### config.mk
export PLATFORM = sky130hd
export DESIGN_NAME = free_list
export DESIGN_NICKNAME = d
export VERILOG_FILES = /design/src/rtl/free_list_pkg.sv /design/src/rtl/free_list.sv
export SDC_FILE = /design/constraint.sdc
export NUM_CORES = 1
export LEC_CHECK = 0
export BUFFER_PORTS_ARGS = -buffer_cell sky130_fd_sc_hd__buf_2
export CORE_ASPECT_RATIO = 1.75
export CORE_MARGIN = 10
export CORE_UTILIZATION = 61
export CTS_BUF_LIST = sky130_fd_sc_hd__clkbuf_16
export CTS_CLUSTER_SIZE = 28
export DETAILED_ROUTE_END_ITERATION = 16
export PLACE_DENSITY = 0.78
export RECOVER_POWER = 100
export SLEW_MARGIN = 10
export SYNTH_ARGS = -nofsm -noshare
export SYNTH_HDL_FRONTEND = slang
export SYNTH_SLANG_ARGS = --single-unit
### constraint.sdc
create_clock -name clk -period 7.7 [get_ports clk]
set_clock_uncertainty 0.15 [all_clocks]
set_input_delay 0.77 -clock clk [delete_from_list [all_inputs] [get_ports clk]]
set_output_delay 0.77 -clock clk [all_outputs]
set_load 0.01 [all_outputs]
### src/rtl/free_list_pkg.sv
// Shared sizing constants and pointer types for the rename-stage free list.
package free_list_pkg;

  localparam int unsigned PREG_NUMBER    = 64;
  localparam int unsigned ARCHREG_NUMBER = 32;
  localparam int unsigned FL_SIZE        = PREG_NUMBER - ARCHREG_NUMBER;

  localparam int unsigned PREG_W   = $clog2(PREG_NUMBER);
  localparam int unsigned FL_IDX_W = $clog2(FL_SIZE);
  localparam int unsigned FL_PTR_W = FL_IDX_W + 1;

  typedef logic [FL_PTR_W-1:0] FL_PTR;
  typedef logic [FL_IDX_W-1:0] fl_idx_t;
  typedef logic [PREG_W-1:0]   preg_t;

  localparam FL_PTR FlFull = FL_PTR'(FL_SIZE);

  function automatic FL_PTR pop2(input logic [1:0] v);
    return FL_PTR'(v[0]) + FL_PTR'(v[1]);
  endfunction

endpackage

### src/rtl/free_list.sv
// Two-wide physical-register free list with single-cycle branch rewind to the arch head.
// Optional overflow/underflow checking is built when FREELIST_CHECK_EN is defined.
module free_list
  import free_list_pkg::*;
(
  input  logic                   clk,
  input  logic                   reset_n,
  input  logic [1:0]             dispatch_en_i,
  output logic [1:0][PREG_W-1:0] free_reg_o,
  output logic [1:0]             alloc_grant_o,
  output logic [FL_PTR_W-1:0]    free_cnt_o,
  input  logic [1:0]             retire_en_i,
  input  logic [1:0][PREG_W-1:0] T_old_i,
  input  logic [1:0]             branch_recover_i,
  output logic                   error_o
);

  preg_t   entries_q [FL_SIZE];
  FL_PTR   head_q, head_d;
  FL_PTR   tail_q, tail_d;
  FL_PTR   arch_head_q, arch_head_d;
  FL_PTR   cnt;
  logic    recover;
  logic [1:0] grant;
  logic [1:0] push_ok;
  fl_idx_t head_idx, widx0, widx1;

  logic unused_recover_hi;
  assign unused_recover_hi = branch_recover_i[1];

  assign cnt     = tail_q - head_q;
  assign recover = branch_recover_i[0];

  // Grants use the registered count; same-cycle returns are not bypassed.
  always_comb begin
    grant    = 2'b00;
    grant[0] = reset_n && !recover && dispatch_en_i[0] && (cnt >= FL_PTR'(1));
    grant[1] = grant[0] && dispatch_en_i[1] && (cnt >= FL_PTR'(2));
  end

  assign alloc_grant_o = grant;
  assign free_cnt_o    = cnt;

  assign head_idx      = head_q[FL_IDX_W-1:0];
  assign free_reg_o[0] = entries_q[head_idx];
  assign free_reg_o[1] = entries_q[head_idx + fl_idx_t'(1)];

`ifdef FREELIST_CHECK_EN
  FL_PTR occ0, occ1;
  logic  error_q, error_d;

  // Occupancy excludes slots vacated by this cycle's pops, so a full-rate
  // pop/push pair on a full list is not mistaken for overflow.
  always_comb begin
    occ0       = cnt - pop2(grant);
    push_ok    = 2'b00;
    push_ok[0] = retire_en_i[0] && (occ0 != FlFull);
    occ1       = occ0 + FL_PTR'(push_ok[0]);
    push_ok[1] = retire_en_i[1] && (occ1 != FlFull);
    error_d    = error_q
               | (|(retire_en_i & ~push_ok))
               | (!recover && ((dispatch_en_i[0] && !grant[0]) ||
                               (dispatch_en_i[1] && !grant[1])));
  end

  always_ff @(posedge clk) begin
    if (!reset_n) begin
      error_q <= 1'b0;
    end else begin
      error_q <= error_d;
    end
  end

  assign error_o = error_q;
`else
  assign push_ok = retire_en_i;
  assign error_o = 1'b0;
`endif

  always_comb begin
    widx0       = tail_q[FL_IDX_W-1:0];
    widx1       = widx0 + fl_idx_t'(push_ok[0]);
    tail_d      = tail_q + pop2(push_ok);
    arch_head_d = arch_head_q + pop2(retire_en_i);
    // Retirements of the recovery cycle land first, then head snaps to them.
    head_d      = recover ? arch_head_d : head_q + pop2(grant);
  end

  always_ff @(posedge clk) begin
    if (!reset_n) begin
      for (int i = 0; i < FL_SIZE; i++) begin
        entries_q[i] <= preg_t'(ARCHREG_NUMBER + i);
      end
      head_q      <= '0;
      arch_head_q <= '0;
      tail_q      <= FlFull;
    end else begin
      if (push_ok[0]) entries_q[widx0] <= T_old_i[0];
      if (push_ok[1]) entries_q[widx1] <= T_old_i[1];
      head_q      <= head_d;
      arch_head_q <= arch_head_d;
      tail_q      <= tail_d;
    end
  end

endmodule

==> Flow_metrics.wiki <==
{| class="wikitable"
! Metric !! Value
|-
| CTS tree || done
|-
| Area share of xor/xnor cells in the synthesized design || 1.00%
|-
| Fin crit period || 5710 ps
|-
| Critical path cell sequence || buf_4, ha_1, inv_1, fa_1, a21o_1, a21oi_1, xnor2_1, nor2_1, a31oi_1, clkbuf_1
|-
| R2R cell count || 14
|-
| Residual overflow from global routing || 0
|-
| Buffer type at the clock tree root || sky130_fd_sc_hd__clkbuf_16
|-
| Sequential fraction of the synthesis area || 43.9%
|-
| Initial standard-cell utilization of the core || 61.7%
|-
| Compound-gate portion of the synthesized area || 10.5%
|-
| Drc violations || 0
|-
| Number of antenna repair diodes || 0
|-
| Prevailing post-synth register cell || sky130_fd_sc_hd__edfxtp_1
|-
| Adder-cell area share of the yosys netlist || 1.83%
|-
| CTS buffer count || 20
|-
| Post-layout power || 3.06 mW
|-
| Number of optimization iterations in the first detailed-route pass || 6
|-
| Highest-delay cell along the critical path || sky130_fd_sc_hd__dfxtp_1
|-
| Multiplexer area fraction after synthesis || 22.9%
|-
| Num ports || 41
|-
| Worst reg2reg path endpoint || head_q[5]
|-
| X dimension of the die || 134 µm
|-
| Worst-case setup slack after placement || 3240 ps
|-
| Placement row count || 73
|-
| Placed cell count || 1,514
|-
| Destination of the worst hold path || head_q[3]
|-
| Critical path startpoint category || flop
|-
| Routability congestion estimate || 1.01
|-
| Largest area contributor in the synthesized netlist || sky130_fd_sc_hd__edfxtp_1
|-
| Max FO, Critical Path || 61
|-
| Core area || 22,700 µm²
|-
| Sinks on Clock Net || 210
|-
| Total power divided by cell area || 208 nW/µm²
|-
| Count of endpoints failing setup in the final report || 0
|-
| Final net count || 1,274
|-
| Buffer depth of the longest clock path || 3
|-
| Number of pins exceeding their max-slew limit in the final report || 79
|-
| Violations in the final reports || max-capacitance violations, max-slew violations
|-
| Crit path largest cell delay || 1390 ps
|-
| Cell area after layout || 14,700 µm²
|-
| Hold buffer count at CTS || 0
|-
| CP Data Required Time || 6780 ps
|-
| HPWL after detailed placement || 30,700 µm
|-
| Setup WS post-layout || 1990 ps
|-
| Simple-gate area share of the yosys netlist || 15.0%
|-
| Worst slew margin relative to its limit || -40.0%
|-
| Number of port buffers || 38
|-
| Start point of the worst min-delay path || branch_recover_i[0]
|-
| Vertical die dimension || 220 µm
|-
| Crit share post-route || 74.1%
|-
| Filler instances || 1,844
|-
| Growth of design area from synthesis to finish || 5.17%
|-
| Leading post-synthesis cells by cell area || sky130_fd_sc_hd__edfxtp_1, sky130_fd_sc_hd__mux4_2, sky130_fd_sc_hd__mux2i_1
|-
| Number of global-route vias before repair || 11,079
|-
| Vias per std cell || 7.24
|-
| Proportion of layout cells with a drive suffix above 1 || 11.2%
|-
| Largest net degree at the start of global routing || 62
|-
| Synthesized Nets || 1,317
|-
| Routed Antenna Nets || 0
|-
| Vias post-DR || 11,219
|-
| Hold Crit Depth || 2
|-
| Max IR drop VDD || 0.153 mV
|-
| Setup TNS after final layout || 0 ps
|-
| Most frequent cells after synthesis || sky130_fd_sc_hd__edfxtp_1, sky130_fd_sc_hd__nor2_1, sky130_fd_sc_hd__mux2i_1, sky130_fd_sc_hd__nand2_1, sky130_fd_sc_hd__nand3_1
|-
| Clock transition at the registers of the reported paths || 60 ps
|-
| First-pass GRT wire length || 66,300 µm
|-
| Clk Latency, worst-skew pair || 510 ps
|-
| Max Cap Viol || 4
|-
| Final hold vios || 0
|-
| Type of destination of the critical path || output pin
|-
| Post-Synthesis Cell Area || 14,000 µm²
|-
| Run status || complete, but fails checks
|-
| Iter 0 DRT Violations || 1,927
|-
| Data arrival time of the critical path || 4790 ps
|-
| Worst hold-check path type || input pin to flop
|-
| Instance count of the mapped netlist || 1,279
|-
| Antenna violations before repair || 0
|-
| Average footprint of a synthesized cell || 10.9 µm²
|-
| Reg2Reg Setup Slack || 2430 ps
|-
| Wirelength per Cell || 28.7 µm
|-
| Die Area || 29,600 µm²
|-
| Worst Tran Pin Value || 2100 ps
|-
| Type of the setup path with the least slack || flop to output pin
|-
| Buffers inserted during post-CTS setup optimization || 0
|-
| Synth async-reset ratio || 0%
|-
| Post-cts resize count || 0
|-
| Tot GR Track Use || 29.8%
|-
| Count of non-filler cells in the finished layout || 1,549
|-
| Yosys cell types || 61
|-
| Number of enable flip-flop cells after synthesis || 192
|-
| Total number of H-tree levels || 1
|-
| Number of synthesized register bits || 210
|-
| Share of the synthesized area in the top cell type || 41.3%
|-
| Combinational family with the most area after synthesis || multiplexers
|-
| Worst r2r src || head_q[0]
|-
| Achievable frequency || 175 MHz
|-
| Instance area at placement || 14,100 µm²
|-
| Library cell with the highest instance count after synthesis || sky130_fd_sc_hd__edfxtp_1
|-
| Drt total wl || 44,500 µm
|-
| Yosys synthesis warning count || 0
|-
| RSZ-0062 raised after global routing || no
|-
| Leakage || 4.77 nW
|}
state kept, by name, summed over array words and instances (netlist names):
| signal | cells |
|---|---|
| entries_q | 192 |
| arch_head_q | 6 |
| head_q | 6 |
| tail_q | 6 |
how the worst max path moves through the flow:
stage                         start                to  slack (ps)
after detailed placement  head_q[0]         head_q[5]        3240
after CTS                 head_q[0]  alloc_grant_o[1]        2780
after global placement    head_q[0]         head_q[5]        3360
final                     head_q[0]  alloc_grant_o[1]        1990
after floorplan           head_q[1]         head_q[5]        4090
after global routing      head_q[0]  alloc_grant_o[1]        1610
report_power, final:
group / leakage, nW / switching [mW] / internal, mW / total [mW]
registers: 1.75 / 0.0571 / 1.28 / 1.34
logic: 2.69 / 0.429 / 0.255 / 0.684
clock network: 0.333 / 0.447 / 0.593 / 1.04
layer usage:
layer	global-route usage, %	up-vias	routed length, µm
met5	0	-	0
met4	24.7	0	4600
met1	31.4	5364	13700
met3	4.72	247	4380
met2	51.4	839	21800
li1	-	4769	-
cells by family after synthesis:
kind of cell / count (synthesis)
multiplexers: 219
buffers and inverters: 145
flip-flops: 210
AND/OR/NAND/NOR: 452
adder cells (fa/ha/maj): 18
AO/OA/AOI/OAI: 218
XOR/XNOR: 16
other: 1
placed cells by master, fill, tap and decap left out, types with 15 or more instances in the layout:
cell / synthesis / layout
sky130_fd_sc_hd__nand3_1: 77 / 77
sky130_fd_sc_hd__clkbuf_16: 0 / 21
sky130_fd_sc_hd__a21oi_1: 70 / 70
sky130_fd_sc_hd__inv_1: 24 / 28
sky130_fd_sc_hd__and2_1: 20 / 17
sky130_fd_sc_hd__mux2i_1: 141 / 141
sky130_fd_sc_hd__nand2_1: 103 / 105
sky130_fd_sc_hd__nand3b_1: 15 / 15
sky130_fd_sc_hd__edfxtp_1: 192 / 192
sky130_fd_sc_hd__nor3_1: 42 / 42
sky130_fd_sc_hd__o31ai_1: 42 / 42
sky130_fd_sc_hd__nor2_1: 146 / 146
sky130_fd_sc_hd__or3_1: 16 / 16
sky130_fd_sc_hd__mux4_2: 68 / 68
sky130_fd_sc_hd__a211oi_1: 34 / 36
sky130_fd_sc_hd__clkbuf_1: 62 / 25
sky130_fd_sc_hd__a22oi_1: 18 / 18
sky130_fd_sc_hd__dfxtp_1: 18 / 17
sky130_fd_sc_hd__buf_2: 41 / 18
area by class of cell:
| class | instances | area, µm² | area share, % |
|---|---|---|---|
| multi-input cells | 924 | 7160 | 48.7 |
| well taps | 300 | 375 | 2.55 |
| clock inverters | 14 | 140 | 0.954 |
| repair buffers | 53 | 259 | 1.76 |
| inverters | 27 | 101 | 0.690 |
| clock buffers | 21 | 526 | 3.58 |
| flip-flops and latches | 210 | 6130 | 41.7 |
critical path: cells and delay by family (launching register included):
kind            cells  cell delay (ps)
compound gates      3              660
simple gates        1              110
buf+inv             3             1190
xor+xnor            1              190
flops               1             1390
fa+ha+maj           2              720
per-stage QoR:
step | utilization [%] | hold slack (ps)
detailed placement | 62.2 | 416
floorplan | - | 328
finish | 64.9 | 393
global placement | 62.2 | 388
global route | 64.9 | 415
CTS | 65.2 | 402
Note: power is estimated with default switching activity, not from simulation.
